===== src/rtl/uart_tx_arbiter.sv =====
// Round-robin scheduler that shares one uart_tx serializer among NUM_REQ byte
// producers, optionally prefixing each data byte with a channel tag byte.
module uart_tx_arbiter #(
    parameter int NUM_REQ      = 4,
    parameter int TAG_ENABLE   = 1,
    parameter int BUSY_TIMEOUT = 4
) (
    input  logic                   clk,
    input  logic                   rst_n,
    input  logic [NUM_REQ-1:0]     req_valid,
    input  logic [8*NUM_REQ-1:0]   req_data,
    output logic [NUM_REQ-1:0]     req_ready,
    output logic                   tx_valid,
    output logic [7:0]             tx_data,
    input  logic                   tx_busy,
    output logic [3:0]             grant_idx,
    output logic                   arb_busy,
    output logic                   tx_err
);

    localparam int unsigned N = NUM_REQ;

    typedef enum logic [1:0] {
        IDLE,
        STROBE,
        WAIT_RISE,
        WAIT_FALL
    } state_t;

    state_t             state;
    state_t             state_next;
    logic [3:0]         last;
    logic [3:0]         winner;
    logic [3:0]         cnt;
    logic [7:0]         hold;
    logic [7:0]         win_data;
    logic [N-1:0]       win_hot;
    logic               found;
    logic               ph;
    logic               accept;
    logic               byte_done;
    logic               timeout;

    // Search last+1, last+2, ... ; last+k spans at most 2N-1, so a wrap is a
    // match against either i or i+N rather than a modulo.
    always_comb begin
        found    = 1'b0;
        winner   = '0;
        win_data = '0;
        win_hot  = '0;
        for (int unsigned k = 1; k <= N; k++) begin
            for (int unsigned i = 0; i < N; i++) begin
                if (!found && req_valid[i] &&
                    ((32'(last) + k == i) || (32'(last) + k == i + N))) begin
                    found      = 1'b1;
                    winner     = 4'(i);
                    win_data   = req_data[8*i +: 8];
                    win_hot[i] = 1'b1;
                end
            end
        end
    end

    always_ff @(posedge clk or negedge rst_n) begin
        if (!rst_n) begin
            state <= IDLE;
        end else begin
            state <= state_next;
        end
    end

    always_comb begin
        state_next = state;
        accept     = 1'b0;
        byte_done  = 1'b0;
        timeout    = 1'b0;
        req_ready  = '0;
        case (state)
            IDLE: begin
                if (found && !tx_busy) begin
                    accept     = 1'b1;
                    state_next = STROBE;
                    req_ready  = rst_n ? win_hot : '0;
                end
            end
            STROBE: begin
                state_next = WAIT_RISE;
            end
            WAIT_RISE: begin
                if (tx_busy) begin
                    state_next = WAIT_FALL;
                end else if (cnt == 4'(BUSY_TIMEOUT - 1)) begin
                    timeout   = 1'b1;
                    byte_done = 1'b1;
                end
            end
            WAIT_FALL: begin
                if (!tx_busy) begin
                    byte_done = 1'b1;
                end
            end
            default: begin
                state_next = IDLE;
            end
        endcase
        if (byte_done) begin
            state_next = ph ? IDLE : STROBE;
        end
    end

    // tx_valid/tx_data are loaded on the edge that enters STROBE so both are
    // registered and tx_data holds until the next strobe.
    always_ff @(posedge clk or negedge rst_n) begin
        if (!rst_n) begin
            tx_valid  <= 1'b0;
            tx_data   <= '0;
            grant_idx <= '0;
            arb_busy  <= 1'b0;
            tx_err    <= 1'b0;
            last      <= 4'(NUM_REQ - 1);
            hold      <= '0;
            ph        <= 1'b0;
            cnt       <= '0;
        end else begin
            tx_valid <= 1'b0;
            if (accept) begin
                hold      <= win_data;
                grant_idx <= winner;
                last      <= winner;
                ph        <= (TAG_ENABLE == 0);
                arb_busy  <= 1'b1;
                tx_valid  <= 1'b1;
                tx_data   <= (TAG_ENABLE != 0) ? {4'hA, winner} : win_data;
            end
            if (state == STROBE) begin
                cnt <= '0;
            end else if (state == WAIT_RISE && !tx_busy && !timeout) begin
                cnt <= cnt + 4'd1;
            end
            if (timeout) begin
                tx_err <= 1'b1;
            end
            if (byte_done) begin
                if (!ph) begin
                    ph       <= 1'b1;
                    tx_valid <= 1'b1;
                    tx_data  <= hold;
                end else begin
                    arb_busy <= 1'b0;
                end
            end
        end
    end

endmodule


===== config.mk =====
export PLATFORM = sky130hd
export DESIGN_NAME = uart_tx_arbiter
export DESIGN_NICKNAME = d
export VERILOG_FILES = /design/src/rtl/uart_tx_arbiter.sv
export SDC_FILE = /design/constraint.sdc
export NUM_CORES = 1
export LEC_CHECK = 0
export BUFFER_PORTS_ARGS = -buffer_cell sky130_fd_sc_hd__buf_2
export CAP_MARGIN = 15
export CORE_AREA = 3 3 64 96
export DETAILED_ROUTE_END_ITERATION = 16
export DIE_AREA = 0 0 67 99
export HOLD_SLACK_MARGIN = 0.1
export PLACE_DENSITY_LB_ADDON = 0.3
export RECOVER_POWER = 50
export SYNTH_ARGS = -nofsm -noshare
export SYNTH_HDL_FRONTEND = slang
export SYNTH_SLANG_ARGS = --single-unit

===== constraint.sdc =====
create_clock -name clk -period 1.85 [get_ports clk]
set_input_delay 0.0925 -clock clk [delete_from_list [all_inputs] [get_ports clk]]
set_output_delay 0.0925 -clock clk [all_outputs]
set_load 0.005 [all_outputs]

# ---- Word level (Yosys, flattened, before mapping)
# Cells that the tools add are included.
dict set report classes {
  add_sub_neg 5
  n_eq_ne 34
  n_mux 91
  n_reduce_logical 75
}
# operator n
set op_table {}
lappend op_table {{$eq 32x3->1 const B} 12}
lappend op_table {{$eq 32x2->1 const B} 8}
lappend op_table {{$mux 8} 19}
lappend op_table {{$eq 32x1->1 const B} 4}
lappend op_table {{$logic_not 32->1} 4}
lappend op_table {{$mux 4} 19}
lappend op_table {{$mux 1} 48}
lappend op_table {{$logic_and 1x1->1} 34}
lappend op_table {{$eq 5x3->1 const B} 4}
lappend op_table {{$logic_not 1->1} 17}
lappend op_table {{$logic_or 1x1->1} 16}
lappend op_table {{$add 4x2->5 const B} 2}
lappend op_table {{$mux 2} 3}
lappend op_table {{$ne 3x3->1 const B} 2}
lappend op_table {{$pmux 2 s3} 1}
lappend op_table {{$add 4x1->5 const B} 1}
lappend op_table {{$add 4x3->5 const B} 1}
lappend op_table {{$add 4x1->4 const B} 1}
lappend op_table {{$eq 2x2->1 const B} 2}
lappend op_table {{$eq 4x2->1 const B} 1}
lappend op_table {{$reduce_bool 4->1} 1}
lappend op_table {{$reduce_and 3->1} 1}
lappend op_table {{$eq 2x1->1 const B} 1}
lappend op_table {{$logic_not 2->1} 1}
lappend op_table {{other kinds (2)} 2}
dict set report totals {
  reg_bits 34
  inputBits 39
}

# ---- Depth between registers and ports, before layout
# Gate-level depths: netlist of run 1.
dict set report depth {
  word_depth 71
  depth_mapped 8
  depth_no_buf 7
}

# ---- Least setup slack after synthesis of run 1
# OpenSTA, ideal clock, no wires.
dict set report synth_timing {
  path_kind {reg2reg}
  startpoint {reg cnt[0]}
  endpoint {reg state[0]}
  setup_ns 0.125
  arrival_time_ns 1.852
  setup_slack_ns -0.127
  path_stages_with_launch 7
  n_path_buf 0
  synth_period_minus_slack_ns 1.977
  cell_sequence {dfrtp_1 ha_1 nor3b_1 nor3b_1 nand2_1 o311ai_0 mux2_2}
}
dict set report synth_via {
  elab_chain_len 6
  word_cells_on_any_way 9
  classes_between {3 x eq/ne; 4 x mux; 2 x reduce/logical}
}
# item line
set synth_lines {}
lappend synth_lines {{from (decl)} 34} ;# logic [3:0] cnt;
lappend synth_lines {{from (signal assigned)} 138} ;# cnt <= cnt + 4'd1;
lappend synth_lines {{$eq 4x2->1 *} 92} ;# end else if (cnt == 4'(BUSY_TIMEOUT - 1)) begin
lappend synth_lines {{$mux 1 *} 92}
lappend synth_lines {{$mux 1 *} 90} ;# if (tx_busy) begin
lappend synth_lines {{$pmux 1 s2 *} 78} ;# case (state)
lappend synth_lines {{$ne 3x3->1 (no line) or $reduce_bool 4->1 (tied branches)} -}
lappend synth_lines {{$reduce_and 3->1 (no line)} -}
lappend synth_lines {{to (signal assigned)} 68} ;# state <= state_next;
lappend synth_lines {{to (decl)} 30} ;# state_t state;
# Mark *: on every way between the ends. The rest lies on a longest branch, timed or not.
# A chain may end at the register's enable or synchronous reset.

# ---- Worst setup path in the final report of run 1
dict set report layout_timing {
  startpoint {reg last[1]}
  endpoint {reg hold[4]}
}
dict set report layout_via {
  elab_chain_len 68
  word_cells_on_any_way 133
  classes_between {4 x add/sub; 28 x eq/ne; 34 x mux; 67 x reduce/logical}
}
# item line
set layout_lines {}
lappend layout_lines {{from (decl)} 32} ;# logic [3:0] last;
lappend layout_lines {{from (signal assigned)} 120} ;# last <= 4'(NUM_REQ - 1);
lappend layout_lines {{from (signal assigned)} 129} ;# last <= winner;
lappend layout_lines {{$add 4x1->5} 54} ;# ((32'(last) + k == i) || (32'(last) + k == i + N))) begin
lappend layout_lines {{$eq 32x3->1 or $logic_not 32->1 (tied branches)} 54}
lappend layout_lines {{$logic_or 1x1->1} 54}
lappend layout_lines {{$logic_and 1x1->1} 53} ;# if (!found && req_valid[i] &&
lappend layout_lines {{$mux 1} 53}
lappend layout_lines {{$logic_not 1->1} 53}
lappend layout_lines {{$logic_and 1x1->1 (2 in a row)} 53}
lappend layout_lines {{$mux 1} 53}
lappend layout_lines {{[... 49 more ...]} -}
lappend layout_lines {{$logic_and 1x1->1 (2 in a row)} 53}
lappend layout_lines {{$mux 1} 53}
lappend layout_lines {{$logic_not 1->1} 53}
lappend layout_lines {{$logic_and 1x1->1 (2 in a row)} 53}
lappend layout_lines {{$mux 1} 53}
lappend layout_lines {{$logic_and 1x1->1} 80} ;# if (found && !tx_busy) begin
lappend layout_lines {{$mux 1} 80}
lappend layout_lines {{$mux 1} 78}
lappend layout_lines {{to (signal assigned)} 127} ;# hold <= win_data;
lappend layout_lines {{to (decl)} 35} ;# logic [7:0] hold;
# Parallel ways exist; a longest one is shown, timed or not.

==> flow_summary.toml, run 1 <==
[critical_path]
start_kind = "flip-flop"
critical_path_class = "reg -> reg"
worst_path_max_delay_cell = "dfstp_2"
max_stage_delay_ps = 600
cp_top_family = "simple AND/OR/NAND/NOR gates"
arrival_ps = 2080
path_cells = "or4bb_4 > buf_4 > o22ai_1 > or3_1 > o211a_1 > o311ai_2"
cp.required_ps = 2000
crit_buf_inv = 1
crit_fanout = 7
reg2regPathDepth = 6
rrSetupSlack_ps = -80
r2r-start = "last[1]"
end_kind = "flip-flop"
reg2reg_to = "hold[4]"

[finish]
area_delta_synth_final_pct = 48.7
antennaDiodeCount = 0
final_cell_mix = "71 x buf_4, 54 x buf_2, 40 x nand2_1"
nets = 510
drive_gt1_share_pct = 44.8
fill_cells = 442
layout_commonest_cell = "buf_4"
finalNonFillerCells = 534

[global_route]
grt_overflow = 0
grt_max_degree = 31
grt_pass1_wl_um = 16500
grt_pass1_vias = 3319
grt_antenna_before_repair = 0
grt_usage_pct = 32.6

[logic_synthesis]
avgSynthCellArea_um2 = 7.90
synth_seq_area_share_pct = 28.2
synth_area_leaders = "dfrtp_1 26%, nand2_1 5.8%, nor2_1 4.8%, a21oi_1 4.1%, ha_1 3.3%"
syn_area_um2 = 2670
synth_top_cell_area_share_pct = 26.2
synth_enable_flop_cells = 0
async_flop_share_pct = 100
netlist.top_cell.by_area = "dfrtp_1"
yosysWarnings = 0
synth_cells = 338
ys.flop_type = "dfrtp_1"
synth_cell_types = 69
synth-seq-cells = 30

[sta]
min_period_ps = 1930
rsz0062_at_grt = "true"
whs_ps = 127
max_freq_ghz = 0.517
finalCritPeriodShare_pct = 104
setup_viol = 9
hold_viol_final = 0
slew_headroom_pct = 45.2
maxSlewViolCount = 0
tightest_slew_ps = 822
tns_ps = -248
fin_skew_ps = 11.9
worst_slack_ps = -83.2

[floorplanning]
die_w_um = 67
io-pin-count = 58
core_um2 = 5450
die_h_um = 99
initial_core_util_pct = 49.0
rows = 33
dieArea_um2 = 6630

[flow_run]
maxCapViolations = 0

[clock_tree]
insertion_delay_ps = 280
clkTransAtPathRegs_ps = 70
cts_tree = "built"
h-tree-depth = 2
clockBufferDepth = 2
cts_buffers = 5
clkSinkCount = 30
ctsRootBufferMaster = "clkbuf_8"

[detailed_routing]
ant_nets = 0
vias = 3435
via_per_inst = 6.43
drc_errors = 0
drt_iter0_drc = 263
wl_per_cell_um = 20.9
wl_um = 11100
drt-pass1-iter-count = 5

[placement]
hpwl_um = 8080
dpl_worst_slack_ps = -74.5
dpl.cell_count = 509
port-buffer-count = 55
place_congestion = 1.04

[power_and_ir_drop]
p_leak_nw = 1.84
power_density_nw_per_um2 = 1240
max-vdd-ir-drop_mv = 0.519
power_mw = 4.94

[outcome]
status = "finished, violations left"
failed_checks = "setup timing"

[min_path]
holdPathStages = 3
holdCritPathClass = "in -> reg"
worstHoldStart = "req_data[28]"
worst_hold_path.endpoint = "hold[4]"
==> area by class of cell <==
class	count	area (um^2)	share of cell area, %
clock buffer	5	68.8	1.73
clock inverter	2	10.0	0.252
inverter	9	33.8	0.851
multi-input combinational	274	2010	50.7
sequential	30	753	19.0
tap	70	87.6	2.21
timing repair buffer	144	1000	25.3
==> state kept, by name, indices dropped and copies added (netlist names) <==
signal / count
tx_valid: 1
last: 2
ph: 1
tx_err: 1
tx_data: 8
arb_busy: 1
state: 2
hold: 8
grant_idx: 2
cnt: 4
==> layer usage <==
layer  global-route usage (%)  share of wire, %
met1                     37.4                36
met2                     57.1                51
met3                     3.08               6.6
met4                     18.3               6.2
met5                        0                 0
==> worst max-delay path by stage <==
stage          slack (ps)  cells after the start      endpoint  startpoint
2_1_floorplan           2                      7       hold[7]     last[0]
3_3_place_gp          -40                      7       hold[5]     last[0]
5_1_grt              -120                      8  req_ready[1]     last[0]
3_5_place_dp          -70                      6       hold[4]     last[0]
4_1_cts               -30                      5       hold[4]     last[1]
6_report              -80                      6       hold[4]     last[1]
==> report_power, final <==
part / internal, mW / leakage, nW / switching [mW] / total (mW)
combinational: 1.66 / 1.42 / 1.62 / 3.28
clock: 0.252 / 0.0438 / 0.261 / 0.514
sequential: 0.952 / 0.371 / 0.192 / 1.14
==> synth_stat cells, types with 7 or more instances <==
cell,instances
o22ai_1,14
a21oi_1,22
or3_1,7
nand2_1,41
inv_1,9
clkbuf_1,15
nor2_1,34
ha_1,7
o21ai_0,17
nand3_1,10
dfrtp_1,28
and3_1,12
==> worst reg2reg max path: stages, from the launching register on <==
cell and delay, ps:
dfstp_2 600, or4bb_4 520, buf_4 160, o22ai_1 120, or3_1 150, o211a_1 160, o311ai_2 80
==> per-stage QoR <==
stage / cell area, um^2 / utilization [%]
2_1_floorplan: 2680 / -
3_3_place_gp: 3450 / 63.2
3_5_place_dp: 3450 / 63.2
4_1_cts: 3700 / 67.8
5_1_grt: 3970 / 72.8
6_report: 3970 / 72.8
==> logic make-up after synthesis <==
| family | count (synthesis) | share of synthesized area (%) |
|---|---|---|
| muxes | 3 | 1.17 |
| and+or+nand+nor | 150 | 30.3 |
| xor gates and xnor gates | 3 | 0.984 |
| buffers and inverters | 35 | 6.04 |
| AOI/OAI and AO/OA | 109 | 29.9 |
| other | 1 | 0.140 |
| adders and majority gates | 7 | 3.28 |
| DFF | 30 | 28.2 |
==> timing repair <==
action / CTS / global route
gates resized for setup: 29 / 48
pin swaps: 15 / 26
hold buffers: 2 / 0
hold endpoints to repair: 29 / 0
buffers inserted: 8 / 10
endpoints found under the setup margin: 16 / 17
Power figures use the tool's default switching activity.
==> run 2, diff against run 1 <==
==> constraint.sdc (replaced) <==
create_clock -name clk -period 1.9 [get_ports clk]
set_input_delay 0.095 -clock clk [delete_from_list [all_inputs] [get_ports clk]]
set_output_delay 0.095 -clock clk [all_outputs]
set_load 0.005 [all_outputs]
==> run 2 against run 1 <==
The flow still finishes with violations (setup timing). Global-route usage decreased by 0.099 points. Non-clock buffer count is 15 lower. Via count fell by 3.2%. Critical path depth unchanged. Combinational power is 10% lower. Clock-buffer cell count up 1. Worst hold slack hardly changed. Fmax decreased by 2.6%. Utilization is 3.7 points lower. Critical path type unchanged. Largest power group unchanged.
==> flow_summary.toml, run 2 (same netlist as run 1, synthesis figures left out) <==
[outcome]
status = "finished, violations left"
failed_checks = "setup timing"

[finish]
fin_util_pct = 69.2
finalNonFillerCells = 520
area_delta_synth_final_pct = 41.2
antennaDiodeCount = 0
layout_commonest_cell = "buf_4"
drive_gt1_share_pct = 40.4
fin_area_um2 = 3770
largest_registers = "hold: 8 flops, tx_data: 8 flops, cnt: 4 flops"
final_cell_mix = "65 x buf_4, 54 x buf_2, 40 x nand2_1"
nets = 495
fill_cells = 459

[placement]
place_congestion = 0.982
postPlaceCellArea_um2 = 3380
port-buffer-count = 55
hpwl_um = 8090
dpl_worst_slack_ps = -167
dpl.cell_count = 498

[critical_path]
rrSetupSlack_ps = -80
cp.required_ps = 2050
end_kind = "flip-flop"
critical_path_class = "reg -> reg"
arrival_ps = 2140
start_kind = "flip-flop"
crit_fanout = 6

[detailed_routing]
drc_errors = 0
vias = 3326
via_per_inst = 6.40
drt-pass1-iter-count = 5
wl_um = 10800
drt_iter0_drc = 343
wl_per_cell_um = 20.8
ant_nets = 0

[flow_run]
maxCapViolations = 0

[sta]
worst_slack_ps = -84.9
max_freq_ghz = 0.504
rsz0062_at_grt = "true"
hold_viol_final = 0
setup_viol = 8
maxSlewViolCount = 0
tns_ps = -340
finalCritPeriodShare_pct = 104
tightest_slew_ps = 911
slew_headroom_pct = 39.0
whs_ps = 127
fin_skew_ps = 3.36
min_period_ps = 1980

[power_and_ir_drop]
max-vdd-ir-drop_mv = 0.496
power_density_nw_per_um2 = 1210
p_clk_share_pct = 11.1
p_comb_share_pct = 64.3
power_mw = 4.58
swShare_pct = 42.3
p_int_mw = 2.64
seq_power_share_pct = 24.6
p_leak_nw = 1.75
p_switching_mw = 1.94

[global_route]
grt_usage_pct = 32.5
met3_usage_pct = 3.42
grtUsageMet2_pct = 56.1
grt_most_used_layer = "met2"
grt_pass1_wl_um = 16400
grt_pass1_vias = 3291
grtUsageMet1_pct = 37.5
grt_antenna_before_repair = 0
grt_overflow = 0
grt_max_degree = 31

[floorplanning]
io-pin-count = 58
die_w_um = 67
die_h_um = 99
initial_core_util_pct = 49.0
rows = 33
core_um2 = 5450
dieArea_um2 = 6630

[clock_tree]
cts_tree = "built"
h-tree-depth = 2
cts_buffers = 5
clkSinkCount = 30
insertion_delay_ps = 280
clockBufferDepth = 2
ctsRootBufferMaster = "clkbuf_8"
clkTransAtPathRegs_ps = 70

[min_path]
holdCritPathClass = "in -> reg"
[run 2: changes by cell type in the layout (fill, tap and decap cells not counted), sizes merged]
cell         delta
buf            -14
clkbuf          +1
dlygate4sd3     -1
[run 2: power groups by stage]
stage          Combinational [mW]  Sequential (mW)  Clock, mW
2_1_floorplan                1.44             1.08          0
3_3_place_gp                 2.46             1.11          0
3_5_place_dp                 2.50             1.12          0
4_1_cts                      2.60             1.11      0.507
5_1_grt                      3.18             1.15      0.549
6_report                     2.94             1.13      0.508
[run 2: timing repair]
action                                 4_1_cts  5_1_grt
endpoints found under the hold margin       28        0
setup buffers                                1       13
setup endpoints to repair                   12       25
hold buffers                                 1        0
gates resized for setup                     13       35
pin swaps                                    8       15
[run 2: routing by layer]
metal	share of wire (%)	wire length [um]
met1	38	4080
met2	50	5420
met3	5.6	609
met4	6.5	701
met5	0	0
[run 2: path summary, 6_finish.rpt]
kind	startpoint	endpoint	cells past startpoint
worst max-delay path	last[1]	hold[2]	6
max in group asynchronous	rst_n	hold[2]	3
min in group asynchronous	rst_n	state[0]	3
worst min-delay path	req_data[29]	hold[5]	3
worst min register to register	tx_err	tx_err	1
worst max register to register	last[1]	hold[2]	6
[run 2: cell type report]
cell class                 instances  area [um^2]  share of cell area [%]
multi-input combinational        274         1950                    51.7
inverter                           9         33.8                   0.896
sequential                        30          753                    20.0
tap                               70         87.6                    2.32
timing repair buffer             129          865                    22.9
clock buffer                       6         72.6                    1.92
clock inverter                     2         10.0                   0.266
[run 2: critical path: stages (launching register included)]
cell	delay (ps)
dfstp_2	620
or4bb_4	520
buf_6	140
o22ai_1	160
or3_1	140
o211a_1	170
o311ai_2	90
==> run 3, diff against run 2 <==
--- a/config.mk
+++ b/config.mk
@@ -5,6 +5,7 @@
 export SDC_FILE = /design/constraint.sdc
 export NUM_CORES = 1
 export LEC_CHECK = 0
+export ABC_AREA = 1
 export BUFFER_PORTS_ARGS = -buffer_cell sky130_fd_sc_hd__buf_2
 export CAP_MARGIN = 15
 export CORE_AREA = 3 3 64 96
==> run 3 against run 2 <==
The run still ends with setup timing left. Cell area up 7.9%. Wire length down 5.3%. Worst setup slack worse by 740 ps. Highest routed layer unchanged.
==> flow_summary.toml, run 3 <==
[outcome]
status = "finished, violations left"
failed_checks = "setup timing"

[detailed_routing]
wl_per_cell_um = 15.9
vias = 3651
via_per_inst = 5.67
ant_nets = 0
drt-pass1-iter-count = 5
wl_um = 10200
drc_errors = 0
drt_iter0_drc = 332

[critical_path]
rrSetupSlack_ps = -710
r2r-start = "last[1]"
critical_path_class = "reg -> out"
reg2reg_to = "hold[0]"
cp-startpoint = "last[0]"
reg2regPathDepth = 18
cp-endpoint = "req_ready[0]"
cp.required_ps = 1800
arrival_ps = 2630
crit_fanout = 4
end_kind = "output port"
start_kind = "flip-flop"

[global_route]
grt_pass1_vias = 3412
grtUsageMet1_pct = 31.5
grt_antenna_before_repair = 0
grtUsageMet2_pct = 51.3
grt_most_used_layer = "met2"
grt_usage_pct = 29.0
met3_usage_pct = 4.33
grt_max_degree = 31
grt_pass1_wl_um = 15100
grt_overflow = 0

[logic_synthesis]
synth_cell_types = 30
synth-seq-cells = 30
async_flop_share_pct = 100
synth.most_common_cell = "nand2_1"
netlist.top_cell.by_area = "dfrtp_1"
synth_area_leaders = "dfrtp_1 26%, nand2_1 16%, nand3_1 13%, nor2_1 11%, inv_1 8.1%"
ys.flop_type = "dfrtp_1"
synth_cells = 447
synth_enable_flop_cells = 0
yosysWarnings = 0
synth_seq_area_share_pct = 28.1
avgSynthCellArea_um2 = 5.99
synthTopCellsByCount = "116 x nand2_1, 80 x nor2_1, 68 x nand3_1"
syn_area_um2 = 2680
synth_top_cell_area_share_pct = 26.2

[floorplanning]
rows = 33
die_w_um = 67
core_um2 = 5450
io-pin-count = 58
initial_core_util_pct = 49.1
die_h_um = 99
dieArea_um2 = 6630

[finish]
area_delta_synth_final_pct = 52.0
drive_gt1_share_pct = 36.6
antennaDiodeCount = 0
nets = 619
final_cell_mix = "96 x nand2_1, 73 x nor2_1, 56 x inv_1, 56 x buf_4, 55 x buf_2"
fill_cells = 430
fin_area_um2 = 4070
largest_registers = "hold: 8 flops, tx_data: 8 flops, cnt: 4 flops"
layout_commonest_cell = "nand2_1"

[sta]
worst_slack_ps = -829
rsz0062_at_grt = "true"
max_freq_ghz = 0.367
tightest_slew_ps = 774
slew_headroom_pct = 48.4
setup_viol = 29
min_period_ps = 2730
finalCritPeriodShare_pct = 144
fin_skew_ps = 4.39
maxSlewViolCount = 0
hold_viol_final = 0

[clock_tree]
clockBufferDepth = 2
clkTransAtPathRegs_ps = 70
clkSinkCount = 30
cts_tree = "built"
insertion_delay_ps = 290
ctsRootBufferMaster = "clkbuf_8"
cts_buffers = 5
h-tree-depth = 2

[placement]
dpl_worst_slack_ps = -633
place_congestion = 0.912
port-buffer-count = 55
hpwl_um = 6760
postPlaceCellArea_um2 = 3470

[power_and_ir_drop]
max-vdd-ir-drop_mv = 1.12
p_leak_nw = 2.21
power_density_nw_per_um2 = 1330
power_mw = 5.39

[flow_run]
maxCapViolations = 0

[min_path]
holdCritPathClass = "in -> reg"
run 3: cells by family after synthesis:
| kind of cell | count (synthesis) | synth area share [%] |
|---|---|---|
| and+or+nand+nor | 308 | 51.1 |
| buffers and inverters | 75 | 11.4 |
| DFF | 30 | 28.1 |
| AOI/OAI and AO/OA | 26 | 5.94 |
| adders and majority gates | 7 | 3.27 |
| other | 1 | 0.140 |
run 3: repair_timing:
action                                 in CTS  in global routing
pin swaps                                  12                 31
resized for setup                          27                 58
endpoints found under the hold margin      28                  0
setup endpoints to repair                  29                 29
hold buffers                                1                  0
cloned                                      1                  1
buffers inserted                            9                  9
run 3: layout make-up:
| class | instances | area (um^2) | share of cell area, % |
|---|---|---|---|
| inverters | 61 | 234 | 5.75 |
| flip-flops and latches | 30 | 753 | 18.5 |
| multi-input cells | 344 | 1960 | 48.2 |
| clock buffers | 6 | 82.6 | 2.03 |
| well taps | 70 | 87.6 | 2.15 |
| clock inverters | 2 | 12.5 | 0.308 |
| repair buffers | 131 | 940 | 23.1 |
run 3: worst max-delay path, stage by stage, from the launching register on:
cell and delay (ps):
dfstp_2 590, nor2_4 60, nand2_2 100, nand3_4 90
nor3_4 210, nand4_1 190, nor2_4 200, nand4_4 120
nor2_4 190, nand4_4 130, nand2_4 120, nor2_4 60
nand2_4 80, a21oi_1 60, buf_2 150
run 3: per-layer routing:
metal / up-vias / share of wire [%]
met4: 0 / 5.2
li1: 1690 / -
met3: 54 / 8.9
met5: - / 0
met1: 1680 / 35
met2: 227 / 51
run 3: power by group:
| group | internal [mW] | total, mW | switching, mW |
|---|---|---|---|
| logic | 1.62 | 3.73 | 2.10 |
| registers | 0.916 | 1.10 | 0.187 |
| clock network | 0.291 | 0.559 | 0.268 |
| total | 2.83 | 5.39 | 2.56 |
run 3: worst min path at each step:
| stage | from | end | cells after the start |
|---|---|---|---|
| after global routing | req_data[30] | hold[6] | 5 |
| after CTS | req_data[16] | hold[0] | 5 |
| final | req_data[18] | hold[2] | 5 |
| after global placement | rst_n | cnt[2] | 2 |
| after detailed placement | rst_n | cnt[0] | 2 |
| after floorplan | rst_n | arb_busy | 0 |
run 3: metrics by stage:
stage               hold slack [ps]  TNS [ps]  util (%)  cells
global route                    160    -23240      74.7    644
finish                          137    -19480      74.7    644
CTS                             141    -17390      69.0    635
floorplan                      -201     -4970         -    448
detailed placement              165    -14870      63.7    616
global placement                160    -14260      63.7    616
